## config.mk

```make
export PLATFORM = sky130hd
export DESIGN_NAME = hazard_controller
export DESIGN_NICKNAME = d
export VERILOG_FILES = /design/src/rtl/hazard_controller.sv
export SDC_FILE = /design/constraint.sdc
export NUM_CORES = 1
export LEC_CHECK = 0
export ABC_AREA = 0
export CAP_MARGIN = 20
export CORE_UTILIZATION = 40
export DETAILED_ROUTE_END_ITERATION = 16
export HOLD_SLACK_MARGIN = 0.02
export PLACE_DENSITY = 0.75
export SYNTH_ARGS = -nofsm -noshare
export SYNTH_HDL_FRONTEND = slang
export SYNTH_SLANG_ARGS = --single-unit
```

## constraint.sdc

```tcl
create_clock -name clk -period 3.6 [get_ports clk]
set_clock_uncertainty 0.15 [all_clocks]
set_input_delay 0.54 -clock clk [delete_from_list [all_inputs] [get_ports clk]]
set_output_delay 0.54 -clock clk [all_outputs]
set_load 0.005 [all_outputs]
```

## src/rtl/hazard_controller.sv

```systemverilog
// rtl/hazard_controller.sv - LEGv8 five-stage hazard, freeze, flush and forwarding controller
module hazard_controller #(
  parameter int COUNT_W = 16
) (
  input  logic               clk,
  input  logic               rst,
  input  logic               id_valid,
  input  logic [4:0]         id_rs1,
  input  logic [4:0]         id_rs2,
  input  logic               id_uses_rs2,
  input  logic [4:0]         ex_rd,
  input  logic [4:0]         mem_rd,
  input  logic [4:0]         wb_rd,
  input  logic               ex_reg_write,
  input  logic               mem_reg_write,
  input  logic               wb_reg_write,
  input  logic               ex_mem_read,
  input  logic [4:0]         ex_rs1,
  input  logic [4:0]         ex_rs2,
  input  logic               branch_taken,
  input  logic               mem_busy,
  output logic               pc_write,
  output logic               if_id_write,
  output logic               id_ex_bubble,
  output logic               flush_if_id,
  output logic               flush_id_ex,
  output logic               flush_ex_mem,
  output logic               ex_mem_write,
  output logic               mem_wb_write,
  output logic [1:0]         forward_a,
  output logic [1:0]         forward_b,
  output logic [COUNT_W-1:0] stall_cycles,
  output logic [COUNT_W-1:0] flush_events
);

  typedef enum logic [1:0] {
    RUN      = 2'd0,
    LU_HOLD  = 2'd1,
    MEM_WAIT = 2'd2
  } state_t;

  localparam logic [4:0]         XZR     = 5'd31;
  localparam logic [COUNT_W-1:0] CNT_MAX = '1;

  state_t state, state_next;
  logic   load_use;
  logic   lu_service;
  logic   flush_all;

  // XZR as a destination never produces a dependency.
  function automatic logic [1:0] fwd_sel(
    input logic [4:0] src,
    input logic       m_we,
    input logic [4:0] m_rd,
    input logic       w_we,
    input logic [4:0] w_rd
  );
    if (m_we && m_rd != XZR && m_rd == src)
      return 2'b10;
    else if (w_we && w_rd != XZR && w_rd == src)
      return 2'b01;
    else
      return 2'b00;
  endfunction

  always_comb begin
    load_use = id_valid && ex_mem_read && ex_reg_write && ex_rd != XZR &&
               (ex_rd == id_rs1 || (id_uses_rs2 && ex_rd == id_rs2));
    // The held cycle after a bubble must advance so the stall lasts exactly one cycle.
    lu_service = load_use && state != LU_HOLD;
  end

  always_ff @(posedge clk or posedge rst) begin
    if (rst)
      state <= RUN;
    else
      state <= state_next;
  end

  always_comb begin
    state_next = RUN;
    case (state)
      RUN, LU_HOLD, MEM_WAIT: begin
        if (mem_busy)
          state_next = MEM_WAIT;
        else if (branch_taken)
          state_next = RUN;
        else if (lu_service)
          state_next = LU_HOLD;
        else
          state_next = RUN;
      end
      default: state_next = RUN;
    endcase
  end

  always_comb begin
    pc_write     = 1'b1;
    if_id_write  = 1'b1;
    id_ex_bubble = 1'b0;
    flush_all    = 1'b0;
    ex_mem_write = 1'b1;
    mem_wb_write = 1'b1;
    forward_a    = fwd_sel(ex_rs1, mem_reg_write, mem_rd, wb_reg_write, wb_rd);
    forward_b    = fwd_sel(ex_rs2, mem_reg_write, mem_rd, wb_reg_write, wb_rd);
    if (rst) begin
      pc_write     = 1'b0;
      if_id_write  = 1'b0;
      ex_mem_write = 1'b0;
      mem_wb_write = 1'b0;
      forward_a    = 2'b00;
      forward_b    = 2'b00;
    end else if (mem_busy) begin
      pc_write     = 1'b0;
      if_id_write  = 1'b0;
      ex_mem_write = 1'b0;
      mem_wb_write = 1'b0;
    end else if (branch_taken) begin
      flush_all    = 1'b1;
    end else if (lu_service) begin
      pc_write     = 1'b0;
      if_id_write  = 1'b0;
      id_ex_bubble = 1'b1;
    end
  end

  assign flush_if_id  = flush_all;
  assign flush_id_ex  = flush_all;
  assign flush_ex_mem = flush_all;

  always_ff @(posedge clk or posedge rst) begin
    if (rst) begin
      stall_cycles <= '0;
      flush_events <= '0;
    end else begin
      if (!pc_write && stall_cycles != CNT_MAX)
        stall_cycles <= stall_cycles + 1'b1;
      if (flush_all && flush_events != CNT_MAX)
        flush_events <= flush_events + 1'b1;
    end
  end

endmodule

```

==> impl_metrics.env, run 1 <==
export IMPL_status="complete, no violations"
export IMPL_die_h_um=75.6
export IMPL_drt_iter0_drc=71
export IMPL_crit_path_max_fanout=3
export IMPL_use_met2_pct=32.7
export IMPL_maxCapViolations=0
export IMPL_core_mm2=0.00517
export IMPL_num_io_pins=89
export IMPL_grtUsageTotal_pct=20.5
export IMPL_routed_via_count=1795
export IMPL_cts_root_buf="clkbuf_8"
export IMPL_antenna_found_initial=0
export IMPL_ir_drop_mv=0.226
export IMPL_end_kind="output port"
export IMPL_first_global_vias=1818
export IMPL_syn_instance_count=202
export IMPL_areaGrowthSynthToFinish_pct=48.2
export IMPL_final_area_mm2=0.00321
export IMPL_muxShareOfSynthArea_pct=1.21
export IMPL_wl_mm=5.31
export IMPL_cts_setup_buffers=0
export IMPL_synth_top_family_by_area="simple AND/OR/NAND/NOR gates"
export IMPL_grt_most_used_layer="met2"
export IMPL_final_hold_violation_count=0
export IMPL_hold_class="flop to flop"
export IMPL_avgSynthCellArea_um2=10.7
export IMPL_synth_xor_area_share_pct=23.8
export IMPL_gp_congestion=0.869
export IMPL_rsz0062_at_grt="no"
export IMPL_yosys_area_share_simple_pct=25.5
export IMPL_reg2reg_from="stall_cycles[6]$_DFFE_PP0P_"
export IMPL_cts_buffers=5
export IMPL_first_pass_iters=4
export IMPL_synth_distinct_cells=39
export IMPL_max_slew_margin_rel_pct=66.2
export IMPL_layout_drive_gt1_share_pct=12.2
export IMPL_ys_warn_count=0
export IMPL_whs_ns=0.336
export IMPL_r2r_cells=6
export IMPL_place_area_mm2=0.00311
export IMPL_die_area_mm2=0.00572
export IMPL_crit_path_max_incr_delay_ns=0.58
export IMPL_nNetsFinal=341
export IMPL_initial_core_util_pct=41.9
export IMPL_synth_seq_cells=34
export IMPL_dp_slack_ns=0.520
export IMPL_synth_cell_area_mm2=0.00217
export IMPL_final_common_cell="clkdlybuf4s50_1"
export IMPL_post_dp_hpwl_mm=4.07
export IMPL_viasPerCell=4.92
export IMPL_clk_path_buf_depth=2
export IMPL_insertion_delay_ns=0.29
export IMPL_cp_cell_sequence="clkdlybuf4s50_1 > xnor2_1 > nand3_1 > o22ai_2 > nand2_1 > nor3_1 > clkdlybuf4s50_1"
export IMPL_wl_per_cell_um=14.6
export IMPL_overflow=0
export IMPL_grt_max_degree=35
export IMPL_cts_resized=0
export IMPL_fin_util_pct=62.1
export IMPL_cp_slowest_cell="clkdlybuf4s50_1"
export IMPL_crit_arrival_ns=2.38
export IMPL_clock_fmax_ghz=0.326
export IMPL_synth_compound_area_share_pct=6.00
export IMPL_cp_common_cell="clkdlybuf4s50_1"
export IMPL_ys_seq_area_share_pct=39.2
export IMPL_die_w_um=75.6
export IMPL_synthAdderAreaFrac_pct=1.15
export IMPL_maxSlewViolCount=0
export IMPL_rrSetupSlack_ns=1.45
export IMPL_final_cell_mix="clkdlybuf4s50_1 (88), dfrtp_1 (34), xor2_1 (31)"
export IMPL_critical_path_buf_inv_count=2
export IMPL_portBuffers=88
export IMPL_worst_setup_path_type="input port to output port"
export IMPL_antenna_left=0
export IMPL_use_met1_pct=26.3
export IMPL_layout_setup_ws_ns=0.531
export IMPL_finalSetupTns_ns=0
export IMPL_syn_nets=249
export IMPL_cts_hold_buf=0
export IMPL_clkTransAtPathRegs_ns=0.07
export IMPL_drc=0
export IMPL_std_cell_rows=26
export IMPL_min_path_cells=1
export IMPL_timing_rr_end="stall_cycles[1]$_DFFE_PP0P_"
export IMPL_grt_use_met3_pct=5.16
export IMPL_cts_num_sinks=34
export IMPL_leakage_uw=0.00130
export IMPL_hold_start="state[1]$_DFF_PP0_"
export IMPL_fin_crit_sh_pct=85.3
export IMPL_diodes=0
export IMPL_cts_tree="done"
export IMPL_finalSetupViolCount=0
export IMPL_post_route_min_period_ns=3.07
export IMPL_required_ns=2.91
export IMPL_cp_start_kind="input port"
export IMPL_grt_pass1_wl_mm=8.73
export IMPL_worst_pin_slew_ns=0.506
export IMPL_h_tree_depth=2
export IMPL_whs_endpoint="state[0]$_DFF_PP0_"
export IMPL_crit_family="buffers and inverters"
export IMPL_pwr_density_cell_mw_per_mm2=461
[worst max-delay path by stage]
stage              from      endpoint  slack (ns)  depth (start not counted)
3_3_place_gp   ex_rd[0]   if_id_write        0.54                          6
3_5_place_dp   ex_rd[0]  id_ex_bubble        0.52                          7
2_1_floorplan       rst  forward_a[0]        0.92                          4
4_1_cts        ex_rd[0]  id_ex_bubble        0.52                          7
5_1_grt        ex_rd[0]  id_ex_bubble        0.39                          7
6_report       ex_rd[0]  id_ex_bubble        0.53                          7
[kinds of logic (layout without fill, tap and decap cells)]
logic type	after synthesis	in the layout
and+or+nand+nor	85	85
xor gates and xnor gates	59	59
DFF	34	34
AOI/OAI and AO/OA	10	10
buffers and inverters	10	103
adders and majority gates	2	2
muxes	2	2
[synthesized netlist by cell type, drive strengths merged]
master,n,share of area [%]
a211oi,1,0.35
a21boi,2,1.2
a221oi,1,1.2
a2bb2oi,1,0.69
a31o,1,0.40
a41o,1,0.98
and2,2,0.69
and3,4,1.4
and4,6,2.4
buf,6,2.4
dfrtp,34,39
ha,2,1.2
inv,4,0.69
mux2,2,1.2
nand2,17,2.9
nand3,14,3.2
nand4,9,2.9
nand4b,1,0.40
nor2,13,2.7
nor3,10,4.7
nor3b,1,0.58
nor4,7,2.9
nor4b,1,0.69
o211ai,1,0.35
o21ai,1,0.23
o22ai,1,0.58
xnor2,28,11
xor2,31,13
[through the flow]
stage	power (uW)	cells
global route	1590	365
global placement	1130	357
CTS	1500	365
finish	1480	365
floorplan	826	202
detailed placement	1140	357
[layout make-up]
cell class                      instances  area [um^2]
Fill cell                             416         1960
Multi-Input combinational cell        158         1250
Timing Repair Buffer                   91          903
Sequential cell                        34          851
Tap cell                               70         87.6
Clock buffer                            7         76.3
Clock inverter                          1         30.0
Inverter                                4         15.0
[flip-flops by register name, summed over array words and instances, names as in the netlist]
signal and cells:
state 2, flush_events 16, stall_cycles 16
[routing by layer]
layer  vias up  wire length (um)
li1        887                 -
met1       846              2410
met2        45              2580
met3        17               192
met4         0               134
met5         -                 0
[where the power goes]
part / internal (uW) / switching (uW)
Combinational: 335 / 183
Clock: 207 / 141
Sequential: 480 / 134
(Power assumes the default switching activity.)
==> run 2, diff against run 1 <==
- CTS_BUF_LIST: not set -> sky130_fd_sc_hd__clkbuf_8 sky130_fd_sc_hd__clkbuf_16
==> impl_metrics.env, run 2 (synthesis results as in run 1) <==
export IMPL_status="complete, no violations"
export IMPL_core_mm2=0.00517
export IMPL_top_regs="flush_events (16), stall_cycles (16), state (2)"
export IMPL_overflow=0
export IMPL_required_ns=2.91
export IMPL_initial_core_util_pct=41.9
export IMPL_clk_path_buf_depth=2
export IMPL_rsz0062_at_grt="no"
export IMPL_combPwrFrac_pct=35.1
export IMPL_ir_drop_mv=0.227
export IMPL_leakage_uw=0.00131
export IMPL_reg2reg_from="stall_cycles[6]$_DFFE_PP0P_"
export IMPL_dp_slack_ns=0.520
export IMPL_routed_via_count=1796
export IMPL_cp_cell_sequence="clkdlybuf4s50_1 > xnor2_1 > nand3_1 > o22ai_2 > nand2_1 > nor3_1 > clkdlybuf4s50_1"
export IMPL_maxSlewViolCount=0
export IMPL_power_frac_seq_pct=41.7
export IMPL_critical_path_buf_inv_count=2
export IMPL_cts_tree="done"
export IMPL_wl_per_cell_um=14.6
export IMPL_max_slew_margin_rel_pct=66.2
export IMPL_cts_hold_buf=0
export IMPL_finalSetupViolCount=0
export IMPL_dp_cells=357
export IMPL_power_switching_uw=459
export IMPL_antenna_left=0
export IMPL_layout_drive_gt1_share_pct=12.2
export IMPL_clkTransAtPathRegs_ns=0.07
export IMPL_grt_pass1_wl_mm=8.72
export IMPL_pwr_density_cell_mw_per_mm2=459
export IMPL_final_area_mm2=0.00321
export IMPL_final_common_cell="clkdlybuf4s50_1"
export IMPL_crit_path_max_fanout=3
export IMPL_cts_root_buf="clkbuf_8"
export IMPL_whs_endpoint="state[0]$_DFF_PP0_"
export IMPL_viasPerCell=4.92
export IMPL_hold_start="state[1]$_DFF_PP0_"
export IMPL_worst_pin_slew_ns=0.506
export IMPL_grt_max_degree=35
export IMPL_drt_iter0_drc=76
export IMPL_std_cell_rows=26
export IMPL_cts_buffers=5
export IMPL_timing_rr_end="stall_cycles[1]$_DFFE_PP0P_"
export IMPL_crit_arrival_ns=2.38
export IMPL_areaGrowthSynthToFinish_pct=48.2
export IMPL_cp_start_kind="input port"
export IMPL_place_area_mm2=0.00311
export IMPL_final_hold_violation_count=0
export IMPL_num_io_pins=89
export IMPL_cp_slowest_cell="clkdlybuf4s50_1"
export IMPL_h_tree_depth=2
export IMPL_hold_class="flop to flop"
export IMPL_cp_common_cell="clkdlybuf4s50_1"
export IMPL_cts_num_sinks=34
export IMPL_grt_most_used_layer="met2"
export IMPL_p_int_uw=1020
export IMPL_first_global_vias=1817
export IMPL_post_dp_hpwl_mm=4.07
export IMPL_fin_crit_sh_pct=85.3
export IMPL_maxCapViolations=0
export IMPL_first_pass_iters=4
export IMPL_rrSetupSlack_ns=1.45
export IMPL_diodes=0
export IMPL_clock_fmax_ghz=0.326
export IMPL_netSwitchingFraction_pct=31.1
export IMPL_final_cells=365
export IMPL_gp_congestion=0.869
export IMPL_nNetsFinal=341
export IMPL_finalSetupTns_ns=0
export IMPL_wl_mm=5.32
export IMPL_crit_family="buffers and inverters"
export IMPL_grtUsageTotal_pct=20.5
export IMPL_worst_setup_path_type="input port to output port"
export IMPL_cts_resized=0
export IMPL_drc=0
export IMPL_crit_path_max_incr_delay_ns=0.58
export IMPL_portBuffers=88
export IMPL_post_route_min_period_ns=3.07
export IMPL_pwr_share_clk_pct=23.2
export IMPL_end_kind="output port"
export IMPL_layout_setup_ws_ns=0.531
export IMPL_min_path_cells=1
export IMPL_cts_setup_buffers=0
export IMPL_die_area_mm2=0.00572
export IMPL_insertion_delay_ns=0.29
export IMPL_die_w_um=75.6
export IMPL_r2r_cells=6
export IMPL_grt_use_met3_pct=5.16
export IMPL_final_cell_mix="clkdlybuf4s50_1 (88), dfrtp_1 (34), xor2_1 (31)"
export IMPL_whs_ns=0.336
export IMPL_antenna_found_initial=0
export IMPL_use_met2_pct=32.7
export IMPL_use_met1_pct=26.3
export IMPL_die_h_um=75.6
run 2: cell types whose count changed in the layout (fill, tap and decap cells not counted):
| cell | delta |
|---|---|
| clkbuf_1 | -2 |
| inv_1 | +2 |
run 2: worst max path at each step:
stage,from,end,cells past startpoint
global placement,ex_rd[0],if_id_write,6
CTS,ex_rd[0],id_ex_bubble,7
global route,ex_rd[0],id_ex_bubble,7
detailed placement,ex_rd[0],id_ex_bubble,7
floorplan,rst,forward_a[0],4
finish,ex_rd[0],id_ex_bubble,7
run 2: per-stage QoR:
| stage | util [%] | total power, uW |
|---|---|---|
| 5_1_grt | 62.1 | 1580 |
| 2_1_floorplan | - | 826 |
| 4_1_cts | 62.1 | 1490 |
| 6_report | 62.1 | 1480 |
| 3_3_place_gp | 60.1 | 1130 |
| 3_5_place_dp | 60.1 | 1140 |
run 2: metal layers:
metal	wire length [um]	share of wire [%]
met5	0	0
met4	134	2.5
met3	192	3.6
met2	2590	49
met1	2400	45
run 2: layout make-up:
| class | count | area, um^2 |
|---|---|---|
| repair buffers | 91 | 903 |
| well taps | 70 | 87.6 |
| multi-input cells | 158 | 1250 |
| inverters | 4 | 15.0 |
| clock inverters | 3 | 37.5 |
| flip-flops and latches | 34 | 851 |
| fillers | 416 | 1960 |
| clock buffers | 5 | 68.8 |
run 2: power by group through the flow:
stage          Clock [uW]  Combinational [uW]  Sequential [uW]
2_1_floorplan           0                 221              605
3_3_place_gp            0                 512              615
3_5_place_dp            0                 520              619
4_1_cts               354                 523              615
5_1_grt               370                 576              635
6_report              343                 518              615
run 2: worst register-to-register path, cell delays in order, from the launching register on:
cell and delay (ns):
dfrtp_1 0.44, and4_1 0.25, and3_1 0.21, nand4_2 0.14
nor2_4 0.43, nor2_2 0.10, mux2_4 0.31
==> run 3, diff against run 2 <==
- CELL_PAD_IN_SITES_DETAIL_PLACEMENT: not set -> 1
- CELL_PAD_IN_SITES_GLOBAL_PLACEMENT: not set -> 1
- CORE_UTILIZATION: 40 -> 35
- PLACE_DENSITY: 0.75 -> not set
- PLACE_DENSITY_LB_ADDON: not set -> 0.1
==> impl_metrics.env, run 3 (synthesis results as in run 1) <==
export IMPL_status="complete, no violations"
export IMPL_antenna_left=0
export IMPL_initial_core_util_pct=36.4
export IMPL_crit_path_max_incr_delay_ns=0.59
export IMPL_portBuffers=88
export IMPL_ir_drop_mv=0.318
export IMPL_wl_met3_um=223
export IMPL_whs_endpoint="state[0]$_DFF_PP0_"
export IMPL_first_pass_iters=4
export IMPL_cts_buffers=5
export IMPL_worst_setup_path_type="input port to output port"
export IMPL_areaGrowthSynthToFinish_pct=47.9
export IMPL_finalSetupViolCount=0
export IMPL_cts_resized=0
export IMPL_clk_path_buf_depth=2
export IMPL_post_route_min_period_ns=3.17
export IMPL_rrSetupSlack_ns=1.40
export IMPL_grt_max_degree=35
export IMPL_nNetsFinal=341
export IMPL_hold_start="state[1]$_DFF_PP0_"
export IMPL_fin_crit_sh_pct=88.0
export IMPL_required_ns=2.91
export IMPL_top_regs="flush_events (16), stall_cycles (16), state (2)"
export IMPL_min_path_cells=1
export IMPL_reg2reg_from="stall_cycles[6]$_DFFE_PP0P_"
export IMPL_crit_path_max_fanout=3
export IMPL_core_mm2=0.00596
export IMPL_crit_arrival_ns=2.48
export IMPL_maxSlewViolCount=0
export IMPL_h_tree_depth=2
export IMPL_leakage_uw=0.00129
export IMPL_gp_congestion=0.831
export IMPL_finalSetupTns_ns=0
export IMPL_worst_pin_slew_ns=0.510
export IMPL_layout_drive_gt1_share_pct=12.9
export IMPL_die_h_um=80.7
export IMPL_drt_iter0_drc=40
export IMPL_grt_pass1_wl_mm=9.40
export IMPL_wl_met2_mm=3.04
export IMPL_die_area_mm2=0.00652
export IMPL_insertion_delay_ns=0.28
export IMPL_cp_start_kind="input port"
export IMPL_end_kind="output port"
export IMPL_wl_per_cell_um=15.6
export IMPL_hold_class="flop to flop"
export IMPL_rsz0062_at_grt="no"
export IMPL_max_slew_margin_rel_pct=65.9
export IMPL_drc=0
export IMPL_cts_setup_buffers=0
export IMPL_timing_rr_end="stall_cycles[1]$_DFFE_PP0P_"
export IMPL_antenna_found_initial=0
export IMPL_viasPerCell=5.01
export IMPL_cp_cell_sequence="clkdlybuf4s50_1 > xnor2_1 > nand3_1 > o22ai_2 > nand2_1 > nor3_1 > clkdlybuf4s50_1"
export IMPL_wl_mm=5.78
export IMPL_cp_common_cell="clkdlybuf4s50_1"
export IMPL_routed_top_layer="met4"
export IMPL_final_common_cell="clkdlybuf4s50_1"
export IMPL_cp_slowest_cell="clkdlybuf4s50_1"
export IMPL_overflow=0
export IMPL_maxCapViolations=0
export IMPL_pwr_density_cell_mw_per_mm2=447
export IMPL_first_global_vias=1890
export IMPL_power_uw=1440
export IMPL_wl_met1_mm=2.44
export IMPL_final_cell_mix="clkdlybuf4s50_1 (88), dfrtp_1 (34), xor2_1 (31)"
export IMPL_cts_root_buf="clkbuf_8"
export IMPL_num_io_pins=89
export IMPL_fill_cells=683
export IMPL_cts_tree="done"
export IMPL_post_dp_hpwl_mm=4.56
export IMPL_grtUsageTotal_pct=19.2
export IMPL_std_cell_rows=28
export IMPL_clock_fmax_ghz=0.316
export IMPL_diodes=0
export IMPL_final_hold_violation_count=0
export IMPL_cts_num_sinks=34
export IMPL_die_w_um=80.7
export IMPL_routed_via_count=1852
export IMPL_cts_hold_buf=0
export IMPL_r2r_cells=6
export IMPL_clkTransAtPathRegs_ns=0.07
-- run 3: cell types whose count changed in the layout (fill, tap and decap cells not counted) --
cell        delta
inv_1          -2
bufinv_16      -1
clkbuf_8       +1
clkinvlp_4     +1
clkinv_2       +1
-- run 3: layout make-up --
cell class	instances	area, um^2	share of cell area [%]
repair buffers	91	903	28.1
multi-input cells	158	1250	39.0
flip-flops and latches	34	851	26.5
clock buffers	6	82.6	2.57
inverters	4	15.0	0.468
well taps	75	93.8	2.92
clock inverters	2	12.5	0.390
-- run 3: stage by stage --
stage          std cells  cell area (um^2)  setup WS (ns)  hold slack [ns]  utilization, %
6_report             370              3210          0.431            0.338            53.9
2_1_floorplan        202              2170          0.921            0.291               -
3_3_place_gp         362              3110          0.491            0.318            52.3
4_1_cts              370              3210          0.419            0.337            53.9
5_1_grt              370              3210          0.303            0.364            53.9
3_5_place_dp         362              3110          0.429            0.327            52.3
-- run 3: worst max path at each step --
stage | to | slack (ns) | start
6_report | id_ex_bubble | 0.43 | ex_rd[0]
5_1_grt | forward_b[1] | 0.30 | mem_rd[0]
4_1_cts | id_ex_bubble | 0.42 | ex_rd[0]
3_5_place_dp | id_ex_bubble | 0.43 | ex_rd[0]
3_3_place_gp | forward_b[0] | 0.49 | rst
2_1_floorplan | forward_a[0] | 0.92 | rst
-- run 3: where the power goes --
part           internal, uW  switching (uW)  total (uW)  leakage, uW
Combinational           335             187         522     0.000830
Sequential              480             135         615     0.000417
Clock                   154             145         299    0.0000472
-- run 3: per-layer routing --
metal	up-vias	global-route usage, %
met5	-	0
met4	0	5.71
met3	6	4.83
met2	46	34.1
met1	907	22.7
li1	893	-
-- run 3: critical path, delay by kind of cell --
| kind | cells | cell delay, ns |
|---|---|---|
| buf+inv | 2 | 1.15 |
| compound gates | 1 | 0.25 |
| simple gates | 3 | 0.38 |
| xor+xnor | 1 | 0.15 |
==> RTL change 1: new RTL, flow settings as in run 2 <==
The parameter `COUNT_W` goes from 16 to 18.
--- a/src/rtl/hazard_controller.sv
+++ b/src/rtl/hazard_controller.sv
@@ -1,6 +1,6 @@
 // rtl/hazard_controller.sv - LEGv8 five-stage hazard, freeze, flush and forwarding controller
 module hazard_controller #(
-  parameter int COUNT_W = 16
+  parameter int COUNT_W = 18
 ) (
   input  logic               clk,
   input  logic               rst,
Interface: changed (resized flush_events and stall_cycles); port bits go from 89 to 93. The function was not compared with the original's and may differ.
==> RTL change 1 against run 2 <==
  * Power grew 1.2%
  * Sequential cell count grew 4
  * Setup slack lost 93 ps
  * Wire length shrank 0.79%
  * Critical path depth is the same
  * Final area grew 2.9%
  * Largest cell class unchanged
  * Synthesized area grew 2.8%
==> RTL change 1: results <==
run_status:
  status: "completed"
worst_setup_path:
  cp-startpoint: "ex_rd[2]"
  worstPathArrival_ps: 2470
  rr_worst_depth: 6
  worstReg2RegEnd: "stall_cycles[1]"
  crit_path_top_delay_cell: "clkdlybuf4s50_1"
  reg2reg_from: "stall_cycles[0]"
  worstPathMaxFanout: 3
  max_stage_delay_ps: 540
  ff2ff_setup_slack_ps: 1250
cells_and_area:
  multi_input_area_share_pct: 36.6
  clock_tree_area_fraction_pct: 2.87
  num-nonclk-buffers: 94
  largest_registers: "flush_events: 18 flops, stall_cycles: 18 flops, state: 2 flops"
  clock_buffers: 6
  nFillCells: 462
  design.seq.count: 38
  seq_share_pct: 28.7
  area_share_nonclk_buffers_pct: 28.3
  inverters_excl_clock: 7
  drive_above_1_share_pct: 6.83
  diodes: 0
  nMultiInputCombCells: 175
  finalNetCount: 368
place:
  numPortBuffers: 92
  place_ws_ps: 421
  place.gp.congestion: 0.832
  dp_hpwl_mm: 4.23
synthesis:
  synth_cell_types: 35
  synth.area.top_cells: "dfrtp_1 43%, xnor2_1 13%, xor2_1 11%"
  yosys_most_used_dff: "dfrtp_1"
  synthesis.nets: 272
  synth.yosys.seq_area_share_pct: 42.6
  yosysWarningCount: 0
  synth.cells.most_frequent: "38 x dfrtp_1, 34 x xnor2_1, 28 x xor2_1"
global_route:
  grt_pass1_wl_mm: 8.85
  grt_max_degree: 39
  gr-usage-all-layers_pct: 18.8
  use_met2_pct: 32.7
  met1_usage_pct: 22.9
  grt_use_met3_pct: 4.29
  antenna_found_initial: 0
routing:
  drt-total-wl_mm: 5.27
  vias: 1933
  met3_length_um: 204
  wl_met1_mm: 2.32
  met2_length_mm: 2.68
  drtIter0Drc: 88
cts:
  cts_setup_buffers: 0
  h-tree-depth: 2
  clk_path_buf_depth: 2
  cts-resized-gates: 0
timing:
  holdWs_ps: 341
  post-route-period-util_pct: 87.8
  max_slew_margin_pct: 67.8
hold_path:
  min_to: "stall_cycles[7]"
  holdCritStartpoint: "stall_cycles[7]"
power_and_ir_drop:
  power_leakage_nw: 1.30
  ir_worst_vdd_v: 0.000233
## RTL change 1: through the flow
| step | cells | instance area (um^2) |
|---|---|---|
| finish | 392 | 3310 |
| global route | 392 | 3310 |
| CTS | 392 | 3310 |
| detailed placement | 384 | 3210 |
| global placement | 384 | 3210 |
| floorplan | 225 | 2230 |
## RTL change 1: cells by family after synthesis
family / share of synthesized area, %
adders and majority gates: 1.12
buffers and inverters: 3.03
xor gates and xnor gates: 24.3
DFF: 42.6
muxes: 1.51
and+or+nand+nor: 22.9
AOI/OAI and AO/OA: 4.43
## RTL change 1: worst max-delay path, delay by kind of cell
| family | cells | cell delay (ps) |
|---|---|---|
| buffers and inverters | 2 | 1070 |
| and+or+nand+nor | 3 | 350 |
| xor gates and xnor gates | 1 | 140 |
| AOI/OAI and AO/OA | 1 | 370 |
## RTL change 1: report_power, final
group          internal, mW  switching (mW)
clock                 0.154           0.149
combinational         0.334           0.186
sequential            0.530           0.142
total                  1.02           0.477
==> RTL change 2: new RTL, flow settings as in run 2 <==
Made on the original files. Encoding of `state_t`: now one-hot (3 bits for 3 states).
--- a/src/rtl/hazard_controller.sv
+++ b/src/rtl/hazard_controller.sv
@@ -33,10 +33,10 @@
   output logic [COUNT_W-1:0] flush_events
 );
 
-  typedef enum logic [1:0] {
-    RUN      = 2'd0,
-    LU_HOLD  = 2'd1,
-    MEM_WAIT = 2'd2
+  typedef enum logic [2:0] {
+    RUN      = 3'b001,
+    LU_HOLD  = 3'b010,
+    MEM_WAIT = 3'b100
   } state_t;
 
   localparam logic [4:0]         XZR     = 5'd31;
Check against the original RTL: no difference found for any inputs over 10 cycles, from zero or initial values and one cycle with rst high; not proved beyond that.
==> RTL change 2 against run 2 <==
  * Setup slack worse by 25 ps
  * Power shrank 6.6%
  * Synthesized area fell by 1.0%
  * Wire length fell by 4.0%
  * Non-clock buffer count unchanged
  * Count of clock-buffer cells in the layout grew 1
  * Final area decreased by 1.3%
  * Sequential cell count increased by 1
  * Synthesized cell count grew 6.4%
  * Highest routed layer unchanged
==> RTL change 2: results <==
run_status:
  status: "completed"
hold_path:
  holdCritStartpoint: "flush_events[5]"
  min_to: "flush_events[5]"
  hp-class: "reg -> reg"
synthesis:
  synth.area.top_cells: "dfrtp_1 40%, xnor2_1 12%, xor2_1 11%"
  synthesis.nets: 262
  synth_cell_types: 43
  synth.yosys.seq_area_share_pct: 40.9
  synth.avg_cell_area_um2: 9.99
  synth.cells.most_frequent: "34 x dfrtp_1, 29 x xnor2_1, 26 x xor2_1"
routing:
  vias_per_cell: 4.92
  wl_met1_mm: 2.38
  met3_length_um: 259
  drtIter0Drc: 78
  routedWlPerCell_um: 13.6
  met2_length_mm: 2.41
global_route:
  first_global_vias: 1772
  use_met2_pct: 32.6
  gr-usage-all-layers_pct: 19.9
  grt_pass1_wl_mm: 8.47
  grt_use_met3_pct: 5.89
  met1_usage_pct: 26.3
  grt_max_degree: 36
worst_setup_path:
  worstPathArrival_ps: 2400
  max_stage_delay_ps: 540
  ff2ff_setup_slack_ps: 1110
  worstPathMaxFanout: 4
  cp-startpoint: "ex_rd[4]"
  rr_worst_depth: 6
cts:
  cts_setup_buffers: 0
  ctsRootBufferMaster: "clkbuf_8"
place:
  dpl.cell_count: 368
  placed_cell_area_um2: 3080
  place_ws_ps: 489
  dp_hpwl_mm: 4.01
  place.gp.congestion: 0.833
power_and_ir_drop:
  power_leakage_nw: 1.30
  ir_worst_vdd_v: 0.000397
cells_and_area:
  drive_above_1_share_pct: 7.54
  diodes: 0
  fin_cells: 375
  finalNetCount: 352
  nFillCells: 466
timing:
  setup_slack_ps: 506
  max_slew_margin_pct: 47.9
  holdWs_ps: 345
-- RTL change 2: layout make-up --
class                           count  area [um^2]  share of cell area (%)
Clock buffer                        6         82.6                    2.60
Multi-Input combinational cell    167         1200                    37.8
Clock inverter                      1         5.00                   0.158
Inverter                            5         18.8                   0.592
Tap cell                           70         87.6                    2.76
Sequential cell                    35          877                    27.7
Timing Repair Buffer               91          903                    28.5
-- RTL change 2: logic make-up after synthesis --
logic type               count (synthesis)  share of synthesized area, %
XOR/XNOR                                55                          22.4
multiplexers                             5                          2.80
buffers and inverters                   13                          3.38
adder cells (fa/ha/maj)                  2                          1.17
AND/OR/NAND/NOR                         90                          24.4
AO/OA/AOI/OAI                           15                          4.95
flip-flops                              35                          40.9
-- RTL change 2: where the power goes --
group	switching, mW	internal (mW)	total, mW
sequential	0.116	0.490	0.606
combinational	0.171	0.316	0.487
clock	0.135	0.150	0.285
